File: config.mk
export PLATFORM = sky130hd
export DESIGN_NAME = opregister_master_flat
export DESIGN_NICKNAME = d
export VERILOG_FILES = /design/src/rtl/opregister_master_if.sv /design/src/rtl/opregister_master.sv /design/src/flat_wrapper.sv
export SDC_FILE = /design/constraint.sdc
export NUM_CORES = 1
export LEC_CHECK = 0
export CELL_PAD_IN_SITES_DETAIL_PLACEMENT = 1
export CELL_PAD_IN_SITES_GLOBAL_PLACEMENT = 1
export CORE_ASPECT_RATIO = 1.75
export CORE_MARGIN = 4
export CORE_UTILIZATION = 36
export DETAILED_ROUTE_END_ITERATION = 12
export GPL_ROUTABILITY_DRIVEN = 0
export PLACE_DENSITY_LB_ADDON = 0.08
export REMOVE_ABC_BUFFERS = 1
export SETUP_SLACK_MARGIN = 0.05
export SLEW_MARGIN = 30
export SYNTH_ARGS = -nofsm -noshare
export SYNTH_HDL_FRONTEND = slang
export SYNTH_SLANG_ARGS = --single-unit
File: constraint.sdc
create_clock -name i_w_clk -period 2.05 [get_ports i_w_clk]
set_clock_uncertainty 0.2 [all_clocks]
set_input_delay 0.41 -clock i_w_clk [delete_from_list [all_inputs] [get_ports i_w_clk]]
set_output_delay 0.41 -clock i_w_clk [all_outputs]
set_load 0.03 [all_outputs]
File: src/rtl/opregister_master_if.sv
// ---------------------------------------------------------------------------
// opregister_master_if
//
// Bundles every signal that opregister_master exchanges with the outside
// world except clock and reset:
//   - command channel  (host -> sequencer, valid/ready)
//   - register control (sequencer -> opregister data/we/oe/opsel, and the
//                       register output coming back)
//   - response channel (sequencer -> host, valid/ready)
//   - busy status
//
// Signal names keep the sequencer's point of view: i_w_* are driven into the
// sequencer, o_w_* are driven by it.
//
// Modports:
//   master : the sequencer itself (opregister_master)
//   slave  : the environment around it (host controller + register)
// ---------------------------------------------------------------------------
interface opregister_master_if #(
   parameter int P_CNT_W = 3
);

   // command channel
   logic               i_w_cmd_valid;
   logic               o_w_cmd_ready;
   logic               i_w_cmd_load;
   logic [3:0]         i_w_cmd_data;
   logic [1:0]         i_w_cmd_opsel;
   logic [P_CNT_W-1:0] i_w_cmd_count;

   // operation register control side
   logic [3:0]         o_w_reg_data;
   logic               o_w_reg_we;
   logic               o_w_reg_oe;
   logic [1:0]         o_w_reg_opsel;
   logic [3:0]         i_w_reg_out;

   // response channel
   logic               o_w_rsp_valid;
   logic               i_w_rsp_ready;
   logic [3:0]         o_w_rsp_data;

   // status
   logic               o_w_busy;

   modport master (
      input  i_w_cmd_valid,
      output o_w_cmd_ready,
      input  i_w_cmd_load,
      input  i_w_cmd_data,
      input  i_w_cmd_opsel,
      input  i_w_cmd_count,
      output o_w_reg_data,
      output o_w_reg_we,
      output o_w_reg_oe,
      output o_w_reg_opsel,
      input  i_w_reg_out,
      output o_w_rsp_valid,
      input  i_w_rsp_ready,
      output o_w_rsp_data,
      output o_w_busy
   );

   modport slave (
      output i_w_cmd_valid,
      input  o_w_cmd_ready,
      output i_w_cmd_load,
      output i_w_cmd_data,
      output i_w_cmd_opsel,
      output i_w_cmd_count,
      input  o_w_reg_data,
      input  o_w_reg_we,
      input  o_w_reg_oe,
      input  o_w_reg_opsel,
      output i_w_reg_out,
      input  o_w_rsp_valid,
      output i_w_rsp_ready,
      input  o_w_rsp_data,
      input  o_w_busy
   );

endinterface

File: src/rtl/opregister_master.sv
// ---------------------------------------------------------------------------
// opregister_master
//
// Command sequencer for a 4-bit operation register. Each accepted command
// optionally loads a value, applies the selected op for a given number of
// clocks, then reads the register back and returns the captured value on a
// valid/ready response channel.
//
// Ports:
//   i_w_clk    : clock, all state changes on the rising edge
//   i_w_reset  : synchronous active-high reset
//   bus        : opregister_master_if.master
//                  cmd  : i_w_cmd_valid / o_w_cmd_ready, load, data, opsel, count
//                  reg  : o_w_reg_data, o_w_reg_we, o_w_reg_oe, o_w_reg_opsel,
//                         i_w_reg_out
//                  rsp  : o_w_rsp_valid / i_w_rsp_ready, o_w_rsp_data
//                  o_w_busy
//
// Parameters:
//   P_HOLD_SEL : op-select code that leaves the register unchanged
//   P_CNT_W    : width of the op-repeat count (must match the interface)
//
// Sequence of states per command:
//   IDLE -> [LOAD] -> [OP x count] -> READ -> RESP -> IDLE
//
// Register-side outputs are registered: they are set at the same edge that
// enters the state they belong to, so each state's controls are valid for
// exactly the cycle(s) the FSM sits in that state. cmd_ready and busy are
// pure decodes of the state register.
// ---------------------------------------------------------------------------
module opregister_master #(
   parameter logic [1:0] P_HOLD_SEL = 2'b00,
   parameter int         P_CNT_W    = 3
) (
   input  logic                 i_w_clk,
   input  logic                 i_w_reset,
   opregister_master_if.master  bus
);

   typedef enum logic [2:0] {
      ST_IDLE,
      ST_LOAD,
      ST_OP,
      ST_READ,
      ST_RESP
   } state_t;

   localparam logic [P_CNT_W-1:0] CNT_ZERO = '0;
   localparam logic [P_CNT_W-1:0] CNT_ONE  = P_CNT_W'(1);

   state_t             state;

   // command fields still needed after the accepting edge
   logic [1:0]         lat_opsel;
   logic [P_CNT_W-1:0] lat_count;

   // remaining op clocks while in OP
   logic [P_CNT_W-1:0] op_cnt;

   // registered outputs
   logic [3:0]         reg_data_q;
   logic               reg_we_q;
   logic               reg_oe_q;
   logic [1:0]         reg_opsel_q;
   logic               rsp_valid_q;
   logic [3:0]         rsp_data_q;

   logic               cmd_ready;

   assign cmd_ready = (state == ST_IDLE);

   always_ff @(posedge i_w_clk) begin
      if (i_w_reset) begin
         state       <= ST_IDLE;
         lat_opsel   <= P_HOLD_SEL;
         lat_count   <= CNT_ZERO;
         op_cnt      <= CNT_ZERO;
         reg_data_q  <= 4'h0;
         reg_we_q    <= 1'b0;
         reg_oe_q    <= 1'b0;
         reg_opsel_q <= P_HOLD_SEL;
         rsp_valid_q <= 1'b0;
         rsp_data_q  <= 4'h0;
      end else begin
         case (state)
            ST_IDLE: begin
               // fields are only sampled on an actual handshake
               if (bus.i_w_cmd_valid && cmd_ready) begin
                  lat_opsel <= bus.i_w_cmd_opsel;
                  lat_count <= bus.i_w_cmd_count;
                  if (bus.i_w_cmd_load) begin
                     state      <= ST_LOAD;
                     reg_we_q   <= 1'b1;
                     reg_data_q <= bus.i_w_cmd_data;
                  end else if (bus.i_w_cmd_count != CNT_ZERO) begin
                     state       <= ST_OP;
                     reg_opsel_q <= bus.i_w_cmd_opsel;
                     op_cnt      <= bus.i_w_cmd_count;
                  end else begin
                     state    <= ST_READ;
                     reg_oe_q <= 1'b1;
                  end
               end
            end

            ST_LOAD: begin
               reg_we_q   <= 1'b0;
               reg_data_q <= 4'h0;
               if (lat_count != CNT_ZERO) begin
                  state       <= ST_OP;
                  reg_opsel_q <= lat_opsel;
                  op_cnt      <= lat_count;
               end else begin
                  state    <= ST_READ;
                  reg_oe_q <= 1'b1;
               end
            end

            ST_OP: begin
               // counter holds the number of op clocks left including this
               // one; at 1 this is the last op edge, so leave for READ
               op_cnt <= op_cnt - CNT_ONE;
               if (op_cnt == CNT_ONE) begin
                  state       <= ST_READ;
                  reg_opsel_q <= P_HOLD_SEL;
                  reg_oe_q    <= 1'b1;
               end
            end

            ST_READ: begin
               state       <= ST_RESP;
               reg_oe_q    <= 1'b0;
               rsp_data_q  <= bus.i_w_reg_out;
               rsp_valid_q <= 1'b1;
            end

            ST_RESP: begin
               // rsp_data_q is left untouched so it stays stable until the
               // next READ overwrites it
               if (bus.i_w_rsp_ready) begin
                  state       <= ST_IDLE;
                  rsp_valid_q <= 1'b0;
               end
            end

            default: begin
               state       <= ST_IDLE;
               op_cnt      <= CNT_ZERO;
               reg_data_q  <= 4'h0;
               reg_we_q    <= 1'b0;
               reg_oe_q    <= 1'b0;
               reg_opsel_q <= P_HOLD_SEL;
               rsp_valid_q <= 1'b0;
            end
         endcase
      end
   end

   assign bus.o_w_cmd_ready = cmd_ready;
   assign bus.o_w_busy      = (state != ST_IDLE);
   assign bus.o_w_reg_data  = reg_data_q;
   assign bus.o_w_reg_we    = reg_we_q;
   assign bus.o_w_reg_oe    = reg_oe_q;
   assign bus.o_w_reg_opsel = reg_opsel_q;
   assign bus.o_w_rsp_valid = rsp_valid_q;
   assign bus.o_w_rsp_data  = rsp_data_q;

endmodule
File: src/flat_wrapper.sv
// flat-port wrapper written by rule: the top's interface ports become plain ports
module opregister_master_flat 
#(
   parameter logic [1:0] P_HOLD_SEL = 2'b00,
   parameter int         P_CNT_W    = 3
)
  (i_w_clk, i_w_reset, bus_i_w_cmd_valid, bus_o_w_cmd_ready, bus_i_w_cmd_load, bus_i_w_cmd_data, bus_i_w_cmd_opsel, bus_i_w_cmd_count, bus_o_w_reg_data, bus_o_w_reg_we, bus_o_w_reg_oe, bus_o_w_reg_opsel, bus_i_w_reg_out, bus_o_w_rsp_valid, bus_i_w_rsp_ready, bus_o_w_rsp_data, bus_o_w_busy);
  opregister_master_if #(.P_CNT_W(P_CNT_W)) bus_i ();
  input  logic i_w_clk;
  input  logic i_w_reset;
  input wire logic [$bits(bus_i.i_w_cmd_valid)-1:0] bus_i_w_cmd_valid;
  output wire logic [$bits(bus_i.o_w_cmd_ready)-1:0] bus_o_w_cmd_ready;
  input wire logic [$bits(bus_i.i_w_cmd_load)-1:0] bus_i_w_cmd_load;
  input wire logic [$bits(bus_i.i_w_cmd_data)-1:0] bus_i_w_cmd_data;
  input wire logic [$bits(bus_i.i_w_cmd_opsel)-1:0] bus_i_w_cmd_opsel;
  input wire logic [$bits(bus_i.i_w_cmd_count)-1:0] bus_i_w_cmd_count;
  output wire logic [$bits(bus_i.o_w_reg_data)-1:0] bus_o_w_reg_data;
  output wire logic [$bits(bus_i.o_w_reg_we)-1:0] bus_o_w_reg_we;
  output wire logic [$bits(bus_i.o_w_reg_oe)-1:0] bus_o_w_reg_oe;
  output wire logic [$bits(bus_i.o_w_reg_opsel)-1:0] bus_o_w_reg_opsel;
  input wire logic [$bits(bus_i.i_w_reg_out)-1:0] bus_i_w_reg_out;
  output wire logic [$bits(bus_i.o_w_rsp_valid)-1:0] bus_o_w_rsp_valid;
  input wire logic [$bits(bus_i.i_w_rsp_ready)-1:0] bus_i_w_rsp_ready;
  output wire logic [$bits(bus_i.o_w_rsp_data)-1:0] bus_o_w_rsp_data;
  output wire logic [$bits(bus_i.o_w_busy)-1:0] bus_o_w_busy;
  assign bus_i.i_w_cmd_valid = bus_i_w_cmd_valid;
  assign bus_o_w_cmd_ready = bus_i.o_w_cmd_ready;
  assign bus_i.i_w_cmd_load = bus_i_w_cmd_load;
  assign bus_i.i_w_cmd_data = bus_i_w_cmd_data;
  assign bus_i.i_w_cmd_opsel = bus_i_w_cmd_opsel;
  assign bus_i.i_w_cmd_count = bus_i_w_cmd_count;
  assign bus_o_w_reg_data = bus_i.o_w_reg_data;
  assign bus_o_w_reg_we = bus_i.o_w_reg_we;
  assign bus_o_w_reg_oe = bus_i.o_w_reg_oe;
  assign bus_o_w_reg_opsel = bus_i.o_w_reg_opsel;
  assign bus_i.i_w_reg_out = bus_i_w_reg_out;
  assign bus_o_w_rsp_valid = bus_i.o_w_rsp_valid;
  assign bus_i.i_w_rsp_ready = bus_i_w_rsp_ready;
  assign bus_o_w_rsp_data = bus_i.o_w_rsp_data;
  assign bus_o_w_busy = bus_i.o_w_busy;
  opregister_master #(.P_HOLD_SEL(P_HOLD_SEL), .P_CNT_W(P_CNT_W)) u_core (.i_w_clk(i_w_clk), .i_w_reset(i_w_reset), .bus(bus_i));
endmodule
Word-level counts from Yosys, hierarchy flattened --
Cells that the tools add are included.
Cells by class: add/subtract/negate cells 1, equality and inequality tests 14, mux-type cells 32, bitwise logic cells 4, reductions and logical operators 15
Operators by type and width (count):
- 3-bit 2-to-1 mux | 8
- 3-bit case mux with 5 select lines | 1
- 2-bit != test (second input constant) | 7
- 3-bit case mux with 4 select lines | 1
- 6-bit AND reduction | 2
- 1-bit 2-to-1 mux | 10
- 2-bit 2-to-1 mux | 5
- 3-bit nonzero test | 3
- 4-bit 2-to-1 mux | 2
- 2-bit case mux with 4 select lines | 1
- 4-bit case mux with 2 select lines | 1
- 3-bit by 1-bit equality test with 1-bit output (second input constant) | 2
- 3-bit by 2-bit equality test with 1-bit output (second input constant) | 2
- 3-bit AND reduction | 2
- 3-bit OR reduction | 2
- 5-bit AND reduction | 1
- 2-bit by 1-bit != test with 1-bit output (second input constant) | 2
- 1-bit NOT | 4
- 1-bit case mux with 4 select lines | 1
- 2-bit AND reduction | 2
- 3-bit equality test (second input constant) | 1
- 3-bit zero test | 1
- 1-bit case mux with 3 select lines | 1
- 3-bit by 1-bit subtractor with 3-bit output (second input constant) | 1
- other kinds (3) | 3
Word-level totals: output and inout port bits 15, bits in registers 24, input port bits 18, word-level logic and storage cells 76

Longest topological paths before layout --
word-level depth 5, mapped depth 6, mapped depth without buffers 6

Worst setup path after synthesis --
Ideal clock, no wire load.
path kind flip-flop to flip-flop, start point register u_core.state[2], end point register u_core.lat_count[0], path buffers 2, cell stages (with the launch flop) 7, slack 0.368 ns, clock period less this slack 1.682 ns, library setup time 0.128 ns, data required time 1.722 ns, arrival time 1.355 ns, cell sequence dfxtp_1 buf_6 nor3_4 and2_1 buf_4 mux2i_1 nor2_1
Between the ends: word-level cells in the longest chain between the ends 3
Ends and longest elaborated chain:
- start: declaration | RTL line opregister_master.sv:51 | state_t state;
- start signal: assignment | RTL line opregister_master.sv:74 | state <= ST_IDLE;
- start signal: assignment | RTL line opregister_master.sv:92 | state <= ST_LOAD;
- start signal: assignment | RTL line opregister_master.sv:96 | state <= ST_OP;
- 3-bit zero test * | RTL line opregister_master.sv:70 | assign cmd_ready = (state == ST_IDLE);
- named net bus_o_w_cmd_ready | RTL line flat_wrapper.sv:12 | output wire logic [$bits(bus_i.o_w_cmd_ready)-1:0] bus_o_w_cmd_ready;
- 1-bit logical AND | RTL line opregister_master.sv:88 | if (bus.i_w_cmd_valid && cmd_ready) begin
- 2-bit AND reduction (no source line) *
- end signal: assignment | RTL line opregister_master.sv:90 | lat_count <= bus.i_w_cmd_count;
- end: declaration | RTL line opregister_master.sv:55 | logic [P_CNT_W-1:0] lat_count;
Mark *: on every way through the listed nets, which the timed path passes. The rest lies on a longest branch. A chain may end at the register's enable or synchronous reset.

Worst setup path in the final report --
start point register u_core.state[2], end point output port bus_o_w_busy
Between the ends: word-level cells in the longest chain between the ends 1
Ends and longest elaborated chain:
- 3-bit nonzero test | RTL line opregister_master.sv:160 | assign bus.o_w_busy = (state != ST_IDLE);
- end: declaration | RTL line flat_wrapper.sv:25 | output wire logic [$bits(bus_i.o_w_busy)-1:0] bus_o_w_busy;
No other way between the ends.

==> load_flow_metrics.sql <==
INSERT INTO impl_metrics (metric_group, metric, value, unit) VALUES
('run_status', 'outcome', 'finished, final reports clean', ''),
('placement', 'io_buffers', '32', ''),
('routing', 'drt_pass1_iterations', '4', ''),
('die', 'start_util', '0.374', ''),
('routing', 'route.antenna.remaining_nets', '0', ''),
('clock_network', 'post_cts.resized_instances', '0', ''),
('worst_setup_path', 'timing.critical_path.fanout_max', '12', ''),
('worst_setup_path', 'crit_path_start_kind', 'flop', ''),
('cells_and_area', 'final_nets', '198', ''),
('clock_network', 'tritoncts', 'done', ''),
('grt', 'grt_antenna_before_repair', '0', ''),
('logic_synthesis', 'syn_avg_cell_area', '9.36', 'sq um'),
('logic_synthesis', 'number_of_cells_produced_by_synthesis', '136', ''),
('clock_network', 'cts-buffers-inserted', '3', ''),
('worst_setup_path', 'cell_count_of_the_worst_reg_to_reg_path', '4', ''),
('logic_synthesis', 'yosysSeqAreaShare', '0.378', ''),
('power_and_ir_drop', 'clock_power_share', '0.231', ''),
('clock_network', 'cts.sink_count', '24', ''),
('cells_and_area', 'multi_input_area', '709', 'sq um'),
('sta', 'report.final.hold_viol_count', '0', ''),
('sta', 'finalSetupViolCount', '0', ''),
('clock_network', 'clock_tree.buffer_depth', '2', ''),
('die', 'num_rows', '28', ''),
('placement', 'place_worst_setup_slack', '-67.2', 'ps'),
('die', 'ios', '33', ''),
('worst_setup_path', 'critPathRequiredTime', '1440', 'ps'),
('routing', 'vias', '1146', ''),
('grt', 'grt_start_max_net_pins', '16', ''),
('clock_network', 'htree_num_levels', '1', ''),
('power_and_ir_drop', 'power.net_switching', '0.472', 'mW'),
('sta', 'timing.final.max_slew_violations', '0', ''),
('grt', 'grt_pass1_vias', '1271', ''),
('cells_and_area', 'area_growth_syn_to_layout', '37.0', '%'),
('power_and_ir_drop', 'switching_share', '0.336', ''),
('cells_and_area', 'fillers', '422', ''),
('routing', 'vias_per_cell', '5.16', ''),
('cells_and_area', 'layout-drive-gt1-share', '0.186', ''),
('clock_network', 'cts_post_setup_buffers_inserted', '0', ''),
('cells_and_area', 'ant_diodes', '0', ''),
('worst_setup_path', 'worstPathArrival', '1330', 'ps'),
('cells_and_area', 'final_cell_mix', '30 x sky130_fd_sc_hd__clkdlybuf4s50_1, 22 x sky130_fd_sc_hd__dfxtp_1, 16 x sky130_fd_sc_hd__buf_4, 14 x sky130_fd_sc_hd__nand2_1, 14 x sky130_fd_sc_hd__mux2i_1', ''),
('power_and_ir_drop', 'p_seq_frac', '0.412', ''),
('clock_network', 'clk_latency', '260', 'ps'),
('min_path', 'hold_class', 'flop to flop', ''),
('worst_setup_path', 'critical_path.endpoint_type', 'output pin', ''),
('routing', 'drt-initial-drc-count', '16', ''),
('cells_and_area', 'layout_commonest_cell', 'sky130_fd_sc_hd__clkdlybuf4s50_1', ''),
('sta', 'rsz0062_at_grt', 'false', ''),
('cells_and_area', 'seq_area', '483', 'sq um'),
('routing', 'avgRoutedWirePerCell', '16.1', 'microns'),
('min_path', 'hold_depth', '1', ''),
('logic_synthesis', 'post_synth_num_cell_types', '37', ''),
('sta', 'pin_slew_with_the_least_headroom_to_its_limit', '554', 'ps'),
('die', 'core_region_area', '3400', 'sq um'),
('die', 'chipWidth', '52.9', 'microns'),
('sta', 'timing.final.crit_share', '0.944', ''),
('sta', 'worst_slew_margin_rel', '0.630', ''),
('sta', 'max_freq', '517', 'MHz'),
('logic_synthesis', 'netlist_area', '1270', 'sq um'),
('placement', 'place_hpwl', '2810', 'microns'),
('sta', 'layout_setup_ws', '114', 'ps'),
('power_and_ir_drop', 'p_leak', '0.691', 'nW'),
('worst_setup_path', 'crit_type', 'flop to output pin', ''),
('clock_network', 'count_of_hold_fix_buffers_inserted_at_cts', '0', ''),
('power_and_ir_drop', 'powerDensity', '805', 'nW/um^2'),
('logic_synthesis', 'synth-warning-count', '0', ''),
('grt', 'grt.total_usage', '0.176', ''),
('grt', 'global_route_wire_length_before_repair', '6090', 'microns'),
('clock_network', 'clockRootBuffer', 'sky130_fd_sc_hd__clkbuf_8', ''),
('power_and_ir_drop', 'internal_power', '0.931', 'mW'),
('routing', 'finalWirelength', '3580', 'microns'),
('sta', 'period_minus_slack', '1940', 'ps'),
('die', 'die_h', '86.7', 'microns'),
('run', 'maxCapViolCount', '0', ''),
('clock_network', 'clkSlewWorstSetupHoldPaths', '90', 'ps'),
('die', 'floorplan.die_area', '4590', 'sq um'),
('grt', 'grt_overflow', '0', ''),
('power_and_ir_drop', 'vdd.ir_drop.worst', '0.465', 'mV'),
('routing', 'drc_errors', '0', ''),
('power_and_ir_drop', 'power.combinational.fraction', '0.357', ''),
('power_and_ir_drop', 'totalPowerFinal', '1.40', 'mW'),
('logic_synthesis', 'ys_seq_elements', '24', '');
logic make-up after synthesis:
logic type / after synthesis / share of synthesized area
AND/OR/NAND/NOR: 55 / 0.255
flip-flops: 24 / 0.378
buffers and inverters: 14 / 0.0649
multiplexers: 14 / 0.110
XOR/XNOR: 1 / 0.00688
adder cells (fa/ha/maj): 2 / 0.0197
AO/OA/AOI/OAI: 26 / 0.166
synthesized netlist by cell type (all sizes together):
master | n | share of area
a22o | 4 | 0.028
nand2 | 14 | 0.041
inv | 5 | 0.015
nor2 | 13 | 0.038
clkbuf | 2 | 0.0059
nor4 | 1 | 0.0049
xnor2 | 1 | 0.0069
dfxtp | 24 | 0.38
mux2i | 14 | 0.11
nand2b | 8 | 0.039
and3 | 2 | 0.0098
o21ai | 4 | 0.016
a311o | 1 | 0.0079
nand3 | 3 | 0.020
o211ai | 1 | 0.0098
a211oi | 4 | 0.024
and3b | 2 | 0.017
a21oi | 9 | 0.047
a21o | 1 | 0.0059
nor4b | 2 | 0.019
or4 | 3 | 0.018
a2111oi | 1 | 0.022
nor3b | 1 | 0.015
o41ai | 1 | 0.0069
ha | 2 | 0.020
buf | 7 | 0.044
and2 | 1 | 0.0049
nor3 | 5 | 0.029
power by group through the flow:
stage	combinational, mW	clock [mW]	sequential, mW
6_report	0.501	0.324	0.578
3_5_place_dp	0.500	0	0.588
2_1_floorplan	0.253	0	0.629
4_1_cts	0.507	0.332	0.578
5_1_grt	0.545	0.357	0.588
3_3_place_gp	0.489	0	0.585
critical path: stages (launching register included):
cell and delay, ps:
sky130_fd_sc_hd__dfxtp_1 490, sky130_fd_sc_hd__nor3_4 330, sky130_fd_sc_hd__inv_1 70, sky130_fd_sc_hd__buf_4 170
stage by stage:
step                      setup TNS (ps)  area (sq um)  instances  hold slack, ps  utilization
final                                  0          1740        222             265        0.513
after global routing                   0          1740        222             283        0.513
after global placement              -166          1690        218             241        0.496
after floorplan                        0          1210        127             252            -
after CTS                              0          1740        222             271        0.512
after detailed placement           -67.4          1690        218             250        0.496
routing by layer:
layer	track usage	vias up	wire length [microns]
met1	0.193	550	1330
met4	0.0605	0	62
met3	0.0241	6	102
met2	0.329	29	2080
met5	0	-	0
li1	-	561	-
cell type report:
cell class / count / area share
Multi-Input combinational cell: 98 / 0.407
Inverter: 5 / 0.0108
Tap cell: 45 / 0.0323
Sequential cell: 24 / 0.277
Clock buffer: 4 / 0.0316
Timing Repair Buffer: 46 / 0.241
path summary, 6_finish.rpt:
kind	startpoint	endpoint	slack, ps
setup / recovery	u_core.state[2]$_SDFFE_PP0P_	bus_o_w_busy	110
hold / removal	u_core.bus.o_w_reg_we$_SDFFE_PP0P_	u_core.bus.o_w_reg_we$_SDFFE_PP0P_	270
setup reg to reg	u_core.state[2]$_SDFFE_PP0P_	u_core.bus.o_w_reg_data[3]$_SDFFE_PP0P_	190
hold reg to reg	u_core.bus.o_w_reg_we$_SDFFE_PP0P_	u_core.bus.o_w_reg_we$_SDFFE_PP0P_	270
sequential cells by signal, summed over array words and instances (netlist names):
register	cells
u_core.bus.o_w_rsp_data	4
u_core.lat_opsel	2
u_core.lat_count	3
u_core.state	3
u_core.bus.o_w_reg_we	1
u_core.bus.o_w_reg_oe	1
u_core.bus.o_w_reg_opsel	2
u_core.op_cnt	3
u_core.bus.o_w_reg_data	4
u_core.bus.o_w_rsp_valid	1
(Power assumes the default switching activity.)
